[config.mk]
export PLATFORM = sky130hd
export DESIGN_NAME = fft_stage_ctrl
export DESIGN_NICKNAME = d
export VERILOG_FILES = /design/src/rtl/fft_stage_ctrl.sv
export SDC_FILE = /design/constraint.sdc
export NUM_CORES = 1
export LEC_CHECK = 0
export BUFFER_PORTS_ARGS = -buffer_cell sky130_fd_sc_hd__clkbuf_2
export CORE_MARGIN = 4
export CORE_UTILIZATION = 36
export DETAILED_ROUTE_END_ITERATION = 7
export PLACE_DENSITY = 0.67
export SLEW_MARGIN = 20
export SYNTH_ARGS = -nofsm -noshare
export SYNTH_HDL_FRONTEND = slang
export SYNTH_SLANG_ARGS = --single-unit
[constraint.sdc]
create_clock -name Clk -period 2.1 [get_ports Clk]
set_input_delay 0.21 -clock Clk [delete_from_list [all_inputs] [get_ports Clk]]
set_output_delay 0.21 -clock Clk [all_outputs]
set_load 0.005 [all_outputs]
[src/rtl/fft_stage_ctrl.sv]
// Pass sequencer for an in-place radix-2 FFT over four banked RAMs: read/write
// addressing, bank crossbar selects, twiddle addressing and write alignment.
module fft_stage_ctrl #(
    parameter  int LOG2N = 8,
    parameter  int LAT   = 2,
    localparam int AW    = LOG2N - 2,
    localparam int SW    = $clog2(LOG2N)
) (
    input  logic          Clk,
    input  logic          Reset,
    input  logic          start,
    output logic          busy,
    output logic          done,
    output logic [SW-1:0] stage,
    output logic          rd_en,
    output logic [AW-1:0] rd_addr_a,
    output logic [AW-1:0] rd_addr_b,
    output logic          rd_swap,
    output logic [AW-1:0] tf_addr,
    output logic          bypass,
    output logic          wr_en,
    output logic [AW-1:0] wr_addr_a,
    output logic [AW-1:0] wr_addr_b,
    output logic          wr_swap
);
    localparam int DEPTH = 1 << AW;
    localparam int NST   = LOG2N - 1;
    localparam int DW    = $clog2(LAT + 1);

    localparam logic [AW-1:0] LAST_RC = AW'(DEPTH - 1);
    localparam logic [DW-1:0] LAST_DC = DW'(LAT - 1);
    localparam logic [SW-1:0] LAST_ST = SW'(NST - 1);
    localparam logic [AW-1:0] ONES    = {AW{1'b1}};

    typedef enum logic [1:0] {IDLE, READ, DRAIN, NEXT} state_t;

    state_t        state, state_n;
    logic [AW-1:0] rc, rc_n;
    logic [DW-1:0] dc, dc_n;
    logic [SW-1:0] stage_n;
    logic          done_n;

    always_ff @(posedge Clk) begin
        if (Reset) begin
            state <= IDLE;
            rc    <= '0;
            dc    <= '0;
            stage <= '0;
            done  <= 1'b0;
        end else begin
            state <= state_n;
            rc    <= rc_n;
            dc    <= dc_n;
            stage <= stage_n;
            done  <= done_n;
        end
    end

    always_comb begin
        state_n = state;
        rc_n    = rc;
        dc_n    = dc;
        stage_n = stage;
        done_n  = 1'b0;
        case (state)
            IDLE: if (start) begin
                state_n = READ;
                stage_n = '0;
                rc_n    = '0;
            end
            READ: begin
                rc_n = rc + 1'b1;
                if (rc == LAST_RC) begin
                    state_n = DRAIN;
                    dc_n    = '0;
                end
            end
            DRAIN: begin
                dc_n = dc + 1'b1;
                if (dc == LAST_DC) state_n = NEXT;
            end
            NEXT: begin
                if (stage == LAST_ST) begin
                    state_n = IDLE;
                    done_n  = 1'b1;
                end else begin
                    state_n = READ;
                    stage_n = stage + 1'b1;
                    rc_n    = '0;
                end
            end
            default: state_n = IDLE;
        endcase
    end

    // mask(s) has the top s bits set; the butterfly partner lives at index ^ mask.
    // Its lowest set bit picks the read swap bit, the top bit of ~mask the write one.
    logic [AW-1:0] mask, low, rd_sel, wr_sel;
    logic          rd_active;

    always_comb begin
        low    = ONES >> stage;
        mask   = ~low;
        rd_sel = mask & ~(mask << 1);
        wr_sel = low & ~(low >> 1);
    end

    assign rd_active = (state == READ);
    assign busy      = (state != IDLE);
    assign bypass    = busy && (stage == LAST_ST);

    always_comb begin
        rd_en     = rd_active;
        rd_addr_a = rd_active ? rc : '0;
        rd_addr_b = rd_active ? (rc ^ mask) : '0;
        rd_swap   = rd_active && |(rc & rd_sel);
        tf_addr   = rd_active ? (rc << stage) : '0;
    end

    // Read index and valid delayed by the read-to-write latency.
    logic [LAT:1]  vld_pipe;
    logic [AW-1:0] wc_pipe [LAT:1];
    logic [AW-1:0] wc;

    always_ff @(posedge Clk) begin
        if (Reset) begin
            vld_pipe <= '0;
            for (int i = 1; i <= LAT; i++) wc_pipe[i] <= '0;
        end else begin
            vld_pipe[1] <= rd_active;
            wc_pipe[1]  <= rd_addr_a;
            for (int i = 2; i <= LAT; i++) begin
                vld_pipe[i] <= vld_pipe[i-1];
                wc_pipe[i]  <= wc_pipe[i-1];
            end
        end
    end

    assign wc = wc_pipe[LAT];

    always_comb begin
        wr_en     = vld_pipe[LAT];
        wr_addr_a = wr_en ? wc : '0;
        wr_addr_b = wr_en ? (wc ^ mask) : '0;
        wr_swap   = wr_en && |(wc & wr_sel);
    end
endmodule
==> results.md, run 1 <==
- Clk sinks: 28
- Die Y: 79.1 um
- Ranking of synthesized cells by instance count: 28 x dfxtp_1, 21 x and2_1, 20 x nor2_1
- Placed Area: about 2100 um2
- Netlist cell types: a little over 40
- Largest net degree at the start of global routing: 22
- Final min period: 1.95 ns
- DRC violations left: 0
- Worst setup SP type: flop
- R2R depth: 6
- Storage element area: ~560 um2
- Vias in the first global route: 1559
- Slowest CP cell: dfxtp_1
- EDFF count, synth: 0
- Slew @ Worst Pin: 0.519 ns
- Cells along the critical path: inv_1 > nor2_1 > ha_1 > a21oi_1 > nand3_1 > o21a_1 > clkbuf_2
- Pre-antenna DRT Iters: 4
- Total gr overflow: 0
- Outcome: finished clean
- Worst hold path type: input pin to flop
- Share of total power in the clock network: 0.259
- Post-synthesis sequential area ratio: 0.308
- Final hold vios: 0
- Rows: 25
- Multi-input gate area: roughly 1100 um2
- Sw Share: 0.335
- Dpl cells: 320
- IO Port Bufs: 42
- Initial antenna violation count: 0
- Clk_lat worst skew: around 0.27 ns
- Final Slew Violations: 0
- Routed Antenna Nets: 0
- Placeable Area: just under 5000 um2
- Layout cell share with drive strength beyond 1: 0.265
- Synth Register Bits: 28
- Global-route wire length before repair: about 7300 um
- Routed wire length per instance: 13.2 um
- Root buffer cell: clkbuf_8
- Cell internal pwr: around 1100 uW
- Routed wire length: roughly 4300 um
- CTS H-tree depth: 1
- Crit Path Class: flop to output port
- Synthesis-to-layout area growth: 20.4%
- Total power: 1600 uW
- TNS Setup: 0 ns
- 1st-iter DRT viols: 48
- Die area: ~6300 um2
- Worst reg2reg startpoint: state[0]$_SDFFE_PP0P_
- Asr flop ratio synth: 0
- Most frequent cell after synthesis: dfxtp_1
- Hold EP: rc[1]$_SDFFE_PP0P_
- Fmax: between 500 and 600 MHz
- Routability cong.: 0.809
- Reg2reg end: rc[5]$_SDFFE_PP0P_
- Number of synthesis warnings: 0
- Hold_sp: Reset
- Comb power frac: 0.365
- Die extent in x: ~80 um
- Mapped Cells: roughly 220
- Hold Path Stages: 2
- Vias: 1569
- # IOs: 43
- Postcts setup bufs: 0
- # diodes: 0
- Static Leak: 0.000916 uW
- Syn_nets: around 230
- Non-filler instance count after layout: 324
- GR Util All Layers: 0.145
- Synth top area share: 0.308
- CP required: between 1.5 and 2 ns
- Max-Cap Viols: 0
- Detailed Place HPWL: approximately 3300 um
- Clock Path Buffers: 2
- Synthesized area per cell: about 8.4 um2
- Synth area leaders: dfxtp_1 31%, ha_1 8.9%, and2_1 7.2%
- Cell accounting for the most synthesized area: dfxtp_1
- Starting density of the core: 0.377
- Rel. slew slack: 0.653
- Ys flop type: dfxtp_1
- WHS: ~0.26 ns
- Layout Nets: between 200 and 300
- Cts bufs inserted: 3
- Post-Synthesis Cell Area: about 1800 um2
- CP Data Arrival Time: around 1.7 ns
- Psw: 537 uW
- R2R Setup Slk: about 0.25 ns
- RSZ-0062 raised after global routing: true
- Maximum vdd ir drop: 0.000661 V
- Crit path largest cell delay: 0.51 ns
- Setup violators final: 0
- Vias/cell: between 4 and 5
- Setup Skew: roughly 0.003 ns
- Filler cells: around 520
- Crit. End Element: output port
- P per Cell Area: 732 nW/um2
- Period utilization: 0.927
- Fin area: 2190 um2
- Crit Path Max Fanout: 8
- TritonCTS clock tree: yes
- CTS clk-pin slew, worst paths: around 0.090 ns
- Flop pwr share: 0.376
==> power groups by stage <==
stage / combinational (uW) / sequential [uW] / clock (uW)
floorplan: 432 / 607 / 0
global placement: 567 / 611 / 0
detailed placement: 582 / 613 / 0
CTS: 584 / 601 / 428
global route: 658 / 608 / 456
finish: 585 / 602 / 415
==> sequential cells by signal (all words and copies together) (netlist names) <==
| register | cells |
|---|---|
| wc_pipe | 12 |
| stage | 3 |
| vld_pipe | 2 |
| rc | 6 |
| state | 2 |
| dc | 2 |
| done | 1 |
==> final cells by class <==
class,instances,share of cell area
multi-input cells,161,0.522
clock buffers,3,0.0189
inverters,12,0.0206
flip-flops and latches,28,0.257
well taps,67,0.0383
repair buffers,52,0.130
clock inverters,1,0.0137
==> worst max-delay path: cells and delay by family, from the launching register on <==
kind / cells / cell delay [ns]
AOI/OAI and AO/OA: 2 / 0.15
adders and majority gates: 1 / 0.19
buffers and inverters: 2 / 0.27
DFF: 1 / 0.51
and+or+nand+nor: 2 / 0.34
==> layout by cell type (no fill, tap or decap), types with 4 or more instances in the layout <==
| cell | synthesis | final |
|---|---|---|
| buf_4 | 0 | 10 |
| and2_1 | 21 | 21 |
| o21ai_0 | 8 | 8 |
| mux2i_1 | 7 | 7 |
| dfxtp_1 | 28 | 27 |
| a211oi_1 | 4 | 4 |
| nand3_1 | 5 | 5 |
| nand2_1 | 9 | 9 |
| nor3_1 | 5 | 5 |
| xor2_1 | 4 | 4 |
| ha_1 | 13 | 11 |
| xnor2_1 | 6 | 6 |
| nor2_1 | 20 | 20 |
| inv_1 | 12 | 12 |
| a21oi_1 | 11 | 11 |
| clkbuf_2 | 1 | 42 |
| nor2b_1 | 12 | 11 |
==> through the flow <==
stage | utilization | setup slack [ns]
2_1_floorplan | - | 0.269
3_3_place_gp | 0.436 | 0.324
3_5_place_dp | 0.436 | 0.267
4_1_cts | 0.451 | 0.0122
5_1_grt | 0.455 | -0.00755
6_report | 0.455 | 0.153
==> routing by layer <==
layer | GRT usage | routed length [um]
met5 | 0 | 0
met4 | 0.0430 | 42
met3 | 0.0249 | 230
met2 | 0.266 | 2090
met1 | 0.170 | 1910
==> how the worst max path moves through the flow <==
stage	startpoint	slack, ns	to	depth (start not counted)
final	stage[2]$_SDFFE_PP0P_	0.15	rd_swap	7
after global routing	stage[2]$_SDFFE_PP0P_	-0.008	rd_swap	7
after CTS	stage[0]$_SDFFE_PP0P_	0.01	wr_swap	7
after detailed placement	state[0]$_SDFFE_PP0P_	0.27	rc[5]$_SDFFE_PP0P_	6
after global placement	state[0]$_SDFFE_PP0P_	0.32	rc[5]$_SDFFE_PP0P_	6
after floorplan	stage[0]$_SDFFE_PP0P_	0.27	rc[5]$_SDFFE_PP0P_	7
==> kinds of logic (layout without fill, tap and decap cells) <==
family,after synthesis,after routing,synth area share
AND/OR/NAND/NOR,92,92,0.286
AO/OA/AOI/OAI,38,38,0.150
multiplexers,8,8,0.0447
XOR/XNOR,10,10,0.0482
flip-flops,28,28,0.308
adder cells (fa/ha/maj),13,13,0.0895
buffers and inverters,27,68,0.0729
==> timing repair <==
action	CTS	global route
hold buffers	0	0
hold endpoints to repair	0	0
gates resized for setup	0	5
setup endpoints to repair	0	4
Note: power is estimated with default switching activity, not from simulation.
==> run 2, diff against run 1 <==
Settings changed: CORE_MARGIN 4 to unset, CORE_UTILIZATION 36 to 50, CTS_CLUSTER_SIZE set to 8, PLACE_DENSITY 0.67 to 0.85.
==> run 2 against run 1 <==
  * Register-to-register slack worse by 0.08 ns
  * Die area down 38%
  * Wire length down 7.3%
  * Clock power down 16%
  * Setup slack worse by 0.078 ns
  * Sequential share of layout area up 0.69 points
  * Clock skew up 0.0047 ns
  * Global-route usage up 6.9 points
  * Cell area down 2.2%
  * Sequential power about the same
  * Count of clock-buffer cells in the layout unchanged
  * Fmax down 3.8%
==> results.md, run 2 (synthesized netlist as in run 1, its figures left out) <==
- Vias: 1595 (was 1569)
- Routability cong.: 0.851 (was 0.809)
- Vias in the first global route: 1474 (was 1559)
- Period utilization: 0.964 (was 0.927)
- DRC violations left: 0 (unchanged)
- Clock Path Buffers: 2 (unchanged)
- Max-Cap Viols: 0 (unchanged)
- GR Util All Layers: 0.214 (was 0.145)
- Static Leak: 0.000899 uW (was 0.000916 uW)
- Routed wire length per instance: 13.2 um (about the same)
- Root buffer cell: clkbuf_4 (was clkbuf_8)
- Die extent in x: 62.3 um (was 79.1 um)
- Final hold vios: 0 (unchanged)
- Worst hold path type: input pin to flop (unchanged)
- Rel. slew slack: 0.655 (was 0.653)
- Initial antenna violation count: 0 (unchanged)
- Total power: 1520 uW (was 1600 uW)
- WHS: 0.363 ns (was 0.261 ns)
- Fmax: 494 MHz (was 514 MHz)
- Die Y: 62.3 um (was 79.1 um)
- TNS Setup: 0 ns (unchanged)
- Cts hold-fix bufs: 0 (unchanged)
- CP Data Arrival Time: 1.81 ns (was 1.74 ns)
- Max reg flops: 12 (unchanged)
- Setup violators final: 0 (unchanged)
- Worst setup SP type: flop (unchanged)
- Biggest register: wc_pipe (unchanged)
- Clk sinks: 28 (unchanged)
- Filler cells: 312 (was 517)
- Most frequent cells in the layout: 42 x clkbuf_2, 25 x dfxtp_1, 21 x and2_1 (was 42 x clkbuf_2, 27 x dfxtp_1, 21 x and2_1)
- Regs by FF count: wc_pipe (12), rc (6), stage (3) (unchanged)
- Detailed Place HPWL: 2820 um (was 3300 um)
- Clk_lat worst skew: 0.33 ns (was 0.27 ns)
- Final min period: 2.02 ns (was 1.95 ns)
- Cts bufs inserted: 3 (unchanged)
- Layout Nets: 271 (was 274)
- Synthesis-to-layout area growth: 17.8% (was 20.4%)
- Crit. End Element: output port (unchanged)
- Die area: 3880 um2 (was 6250 um2)
- # diodes: 0 (unchanged)
- Outcome: finished clean (unchanged)
- Maximum vdd ir drop: 0.000615 V (was 0.000661 V)
- Vias/cell: 5.32 (was 4.84)
- Global-route wire length before repair: 6760 um (was 7290 um)
- Quantity of gates resized following cts: 2 (was 0)
- Routed wire length: 3960 um (was 4270 um)
- CTS H-tree depth: 1 (unchanged)
- Placeable Area: 3420 um2 (was 4820 um2)
- Final Slew Violations: 0 (unchanged)
- Postcts setup bufs: 0 (unchanged)
- Total gr overflow: 0 (unchanged)
- Setup Skew: 0.00768 ns (was 0.00299 ns)
- CTS clk-pin slew, worst paths: 0.15 ns (was 0.09 ns)
- Largest net degree at the start of global routing: 27 (was 22)
- Slew @ Worst Pin: 0.517 ns (was 0.519 ns)
- Crit Path Max Fanout: 8 (unchanged)
- IO Port Bufs: 42 (unchanged)
- CP required: 1.89 ns (about the same)
- Rows: 21 (was 25)
- Routed Antenna Nets: 0 (unchanged)
- 1st-iter DRT viols: 115 (was 48)
- RSZ-0062 raised after global routing: true (unchanged)
- Pre-antenna DRT Iters: 4 (unchanged)
- Crit Path Class: flop to output port (unchanged)
- # IOs: 43 (unchanged)
- Starting density of the core: 0.532 (was 0.377)
- P per Cell Area: 710 nW/um2 (was 732 nW/um2)
- Most common cell after layout, fill and taps aside: clkbuf_2 (unchanged)
- TritonCTS clock tree: yes (unchanged)
- Layout cell share with drive strength beyond 1: 0.280 (was 0.265)
-- run 2: cell types whose count changed in the layout (fill, tap and decap cells not counted), sizes merged --
cell / previous run / this run
buf: 10 / 7
-- run 2: cell type report --
cell class | instances | area (um2) | area share
multi-input cells | 161 | 1150 | 0.536
flip-flops and latches | 28 | 564 | 0.263
repair buffers | 49 | 274 | 0.128
well taps | 46 | 57.6 | 0.0269
inverters | 12 | 45.0 | 0.0210
clock inverters | 1 | 30.0 | 0.0140
clock buffers | 3 | 22.5 | 0.0105
-- run 2: metrics by stage --
stage	worst slack (ns)	instances	util	instance area (um2)
global placement	0.292	296	0.600	2050
floorplan	0.269	216	-	1820
finish	0.0756	300	0.627	2140
global route	-0.0318	300	0.627	2140
CTS	0.00871	300	0.618	2110
detailed placement	0.208	296	0.600	2050
-- run 2: path summary, 6_finish.rpt --
kind                               start                endpoint  slack, ns  cells after the start
setup / recovery   stage[0]$_SDFFE_PP0P_                 rd_swap       0.08                      7
hold / removal                     Reset      rc[1]$_SDFFE_PP0P_       0.36                      2
setup reg to reg   state[0]$_SDFFE_PP0P_      rc[5]$_SDFFE_PP0P_       0.17                      6
hold reg to reg   vld_pipe[1]$_SDFF_PP0_  vld_pipe[2]$_SDFF_PP0_       0.45                      1
-- run 2: metal layers --
layer | share of wire | track usage
met3 | 0.037 | 0.0221
met1 | 0.45 | 0.266
met2 | 0.50 | 0.386
met5 | 0 | 0
met4 | 0.015 | 0.0640
-- run 2: power by group --
part	total [uW]	leakage, uW	switching, uW	internal (uW)
clock network	350	0.0000279	157	193
registers	600	0.000228	31.3	569
logic	570	0.000643	326	244
-- run 2: critical path: stages (launching register included) --
cell and delay, ns:
dfxtp_2 0.35, buf_4 0.17, ha_1 0.23, ha_1 0.23
a21oi_2 0.14, nand3_1 0.08, o21a_1 0.18, clkbuf_2 0.10
==> run 3, diff against run 2 <==
Settings changed: CORE_UTILIZATION 50 to 40, PLACE_DENSITY 0.85 to 0.72.
==> run 3 against run 2 <==
  * Critical path depth did not move
  * Sequential power barely moved
  * Final cell count rose by 2.7%
==> results.md, run 3 (synthesized netlist as in run 1, its figures left out) <==
- Outcome: finished clean (unchanged)
- Detailed Place HPWL: 2990 um (was 2820 um)
- Regs by FF count: wc_pipe (12), rc (6), stage (3) (unchanged)
- Die extent in x: 69.4 um (was 62.3 um)
- Placeable Area: 4350 um2 (was 3420 um2)
- Period utilization: 0.938 (was 0.964)
- Pre-antenna DRT Iters: 4 (unchanged)
- Final min period: 1.97 ns (was 2.02 ns)
- Vias: 1603 (was 1595)
- Layout cell share with drive strength beyond 1: 0.262 (was 0.280)
- # IOs: 43 (unchanged)
- Final core utilization: 0.497 (was 0.627)
- Most frequent cells in the layout: 42 x clkbuf_2, 28 x dfxtp_1, 21 x and2_1 (was 42 x clkbuf_2, 25 x dfxtp_1, 21 x and2_1)
- Crit path largest cell delay: 0.32 ns (was 0.35 ns)
- Clk_lat worst skew: 0.27 ns (was 0.33 ns)
- Total gr overflow: 0 (unchanged)
- TNS Setup: 0 ns (unchanged)
- Routed wire length per instance: 13.2 um (about the same)
- Worst hold path type: input pin to flop (unchanged)
- CP top delay family: adder cells (unchanged)
- Static Leak: 0.000911 uW (was 0.000899 uW)
- Rel. slew slack: 0.667 (was 0.655)
- Synthesis-to-layout area growth: 19.1% (was 17.8%)
- Starting density of the core: 0.418 (was 0.532)
- Max-Cap Viols: 0 (unchanged)
- Vias/cell: 5.20 (was 5.32)
- Largest net degree at the start of global routing: 17 (was 27)
- Global-route wire length before repair: 6670 um (was 6760 um)
- Root buffer cell: clkbuf_8 (was clkbuf_4)
- Rows: 24 (was 21)
- Buffers & Inverters on Critical Path: 3 (was 2)
- Die area: 4820 um2 (was 3880 um2)
- 1st-iter DRT viols: 90 (was 115)
- Crit Path Max Fanout: 15 (was 8)
- Cts bufs inserted: 3 (unchanged)
- CTS H-tree depth: 1 (unchanged)
- GR Util All Layers: 0.170 (was 0.214)
- Cells along the critical path: buf_4 > ha_1 > inv_1 > ha_2 > o211ai_1 > a41oi_1 > clkbuf_2 (was buf_4 > ha_1 > ha_1 > a21oi_2 > nand3_1 > o21a_1 > clkbuf_2)
- TritonCTS clock tree: yes (unchanged)
- Worst setup SP type: flop (unchanged)
- Setup Skew: 0.00583 ns (was 0.00768 ns)
- RSZ-0062 raised after global routing: false (was true)
- Routability cong.: 0.795 (was 0.851)
- Final Slew Violations: 0 (unchanged)
- Crit Path Class: flop to output port (unchanged)
- Slowest CP cell: dfxtp_1 (was dfxtp_2)
- Slew @ Worst Pin: 0.499 ns (was 0.517 ns)
- CTS clk-pin slew, worst paths: 0.09 ns (was 0.15 ns)
- DRC violations left: 0 (unchanged)
- IO Port Bufs: 42 (unchanged)
- Maximum vdd ir drop: 0.000614 V (was 0.000615 V)
- Layout Nets: 273 (was 271)
- CP Data Arrival Time: 1.76 ns (was 1.81 ns)
- Clock Path Buffers: 2 (unchanged)
- Max reg flops: 12 (unchanged)
- Non-filler instance count after layout: 308 (was 300)
- Setup violators final: 0 (unchanged)
- Final hold vios: 0 (unchanged)
- P per Cell Area: 734 nW/um2 (was 710 nW/um2)
- Crit. End Element: output port (unchanged)
- Fmax: 508 MHz (was 494 MHz)
- Dpl cells: 304 (was 296)
- Routed wire length: 4050 um (was 3960 um)
- # diodes: 0 (unchanged)
- CP required: 1.89 ns (about the same)
- Biggest register: wc_pipe (unchanged)
- Routed Antenna Nets: 0 (unchanged)
- Filler cells: 427 (was 312)
- Initial antenna violation count: 0 (unchanged)
- Die Y: 69.4 um (was 62.3 um)
- Most common cell after layout, fill and taps aside: clkbuf_2 (unchanged)
- Vias in the first global route: 1498 (was 1474)
- Clk sinks: 28 (unchanged)
[run 3: changes by cell type in the layout (fill, tap and decap cells not counted), moves of 2 or more]
cell / change
dfxtp_1: +3
clkbuf_4: -3
buf_4: +4
dfxtp_2: -3
clkbuf_8: +3
inv_2: -2
inv_1: +2
[run 3: repair_timing]
| item | 4_1_cts | 5_1_grt |
|---|---|---|
| setup endpoints to repair | 0 | 3 |
| setup buffers | 0 | 0 |
| hold buffers | 0 | 0 |
| gates resized for setup | 0 | 5 |
[run 3: area by class of cell]
type | instances | area, um2 | share of cell area
repair buffers | 51 | 278 | 0.128
clock inverters | 1 | 30.0 | 0.0139
well taps | 52 | 65.1 | 0.0301
flip-flops and latches | 28 | 561 | 0.259
multi-input cells | 161 | 1140 | 0.529
inverters | 12 | 45.0 | 0.0208
clock buffers | 3 | 41.3 | 0.0191
[run 3: report_power, final]
group          total (uW)  switching [uW]  internal [uW]
combinational         572             327            245
clock                 415             160            255
sequential            602            33.6            568
total                1590             521           1070
[run 3: stage by stage]
| step | power, uW | area (um2) | hold slack, ns | setup WS, ns |
|---|---|---|---|---|
| detailed placement | 1180 | 2070 | 0.423 | 0.295 |
| global route | 1710 | 2160 | 0.274 | 0.0121 |
| CTS | 1600 | 2140 | 0.255 | 0.0211 |
| floorplan | 1040 | 1820 | 0.318 | 0.269 |
| global placement | 1160 | 2070 | 0.418 | 0.357 |
| finish | 1590 | 2160 | 0.266 | 0.130 |
[run 3: path summary, 6_finish.rpt]
| kind | slack (ns) | to | start | depth (start not counted) |
|---|---|---|---|---|
| worst max-delay path | 0.13 | wr_swap | stage[1]$_SDFFE_PP0P_ | 7 |
| worst min-delay path | 0.27 | rc[1]$_SDFFE_PP0P_ | Reset | 2 |
| worst max register to register | 0.24 | rc[5]$_SDFFE_PP0P_ | state[0]$_SDFFE_PP0P_ | 6 |
| worst min register to register | 0.44 | wc_pipe[2][3]$_SDFF_PP0_ | wc_pipe[1][3]$_SDFF_PP0_ | 1 |
[run 3: worst register-to-register path, cell delays in order, from the launching register on]
cell and delay, ns:
dfxtp_1 0.41, inv_1 0.10, ha_1 0.26, nand2b_1 0.13
nand4b_1 0.19, or4_1 0.54, a21oi_1 0.16
[run 3: per-layer routing]
layer  GRT usage  up-vias  routed length (um)
met5           0        -                   0
met4      0.0726        0                  99
met3      0.0174       10                 159
met2       0.299       49                1910
met1       0.211      734                1880
li1            -      810                   -
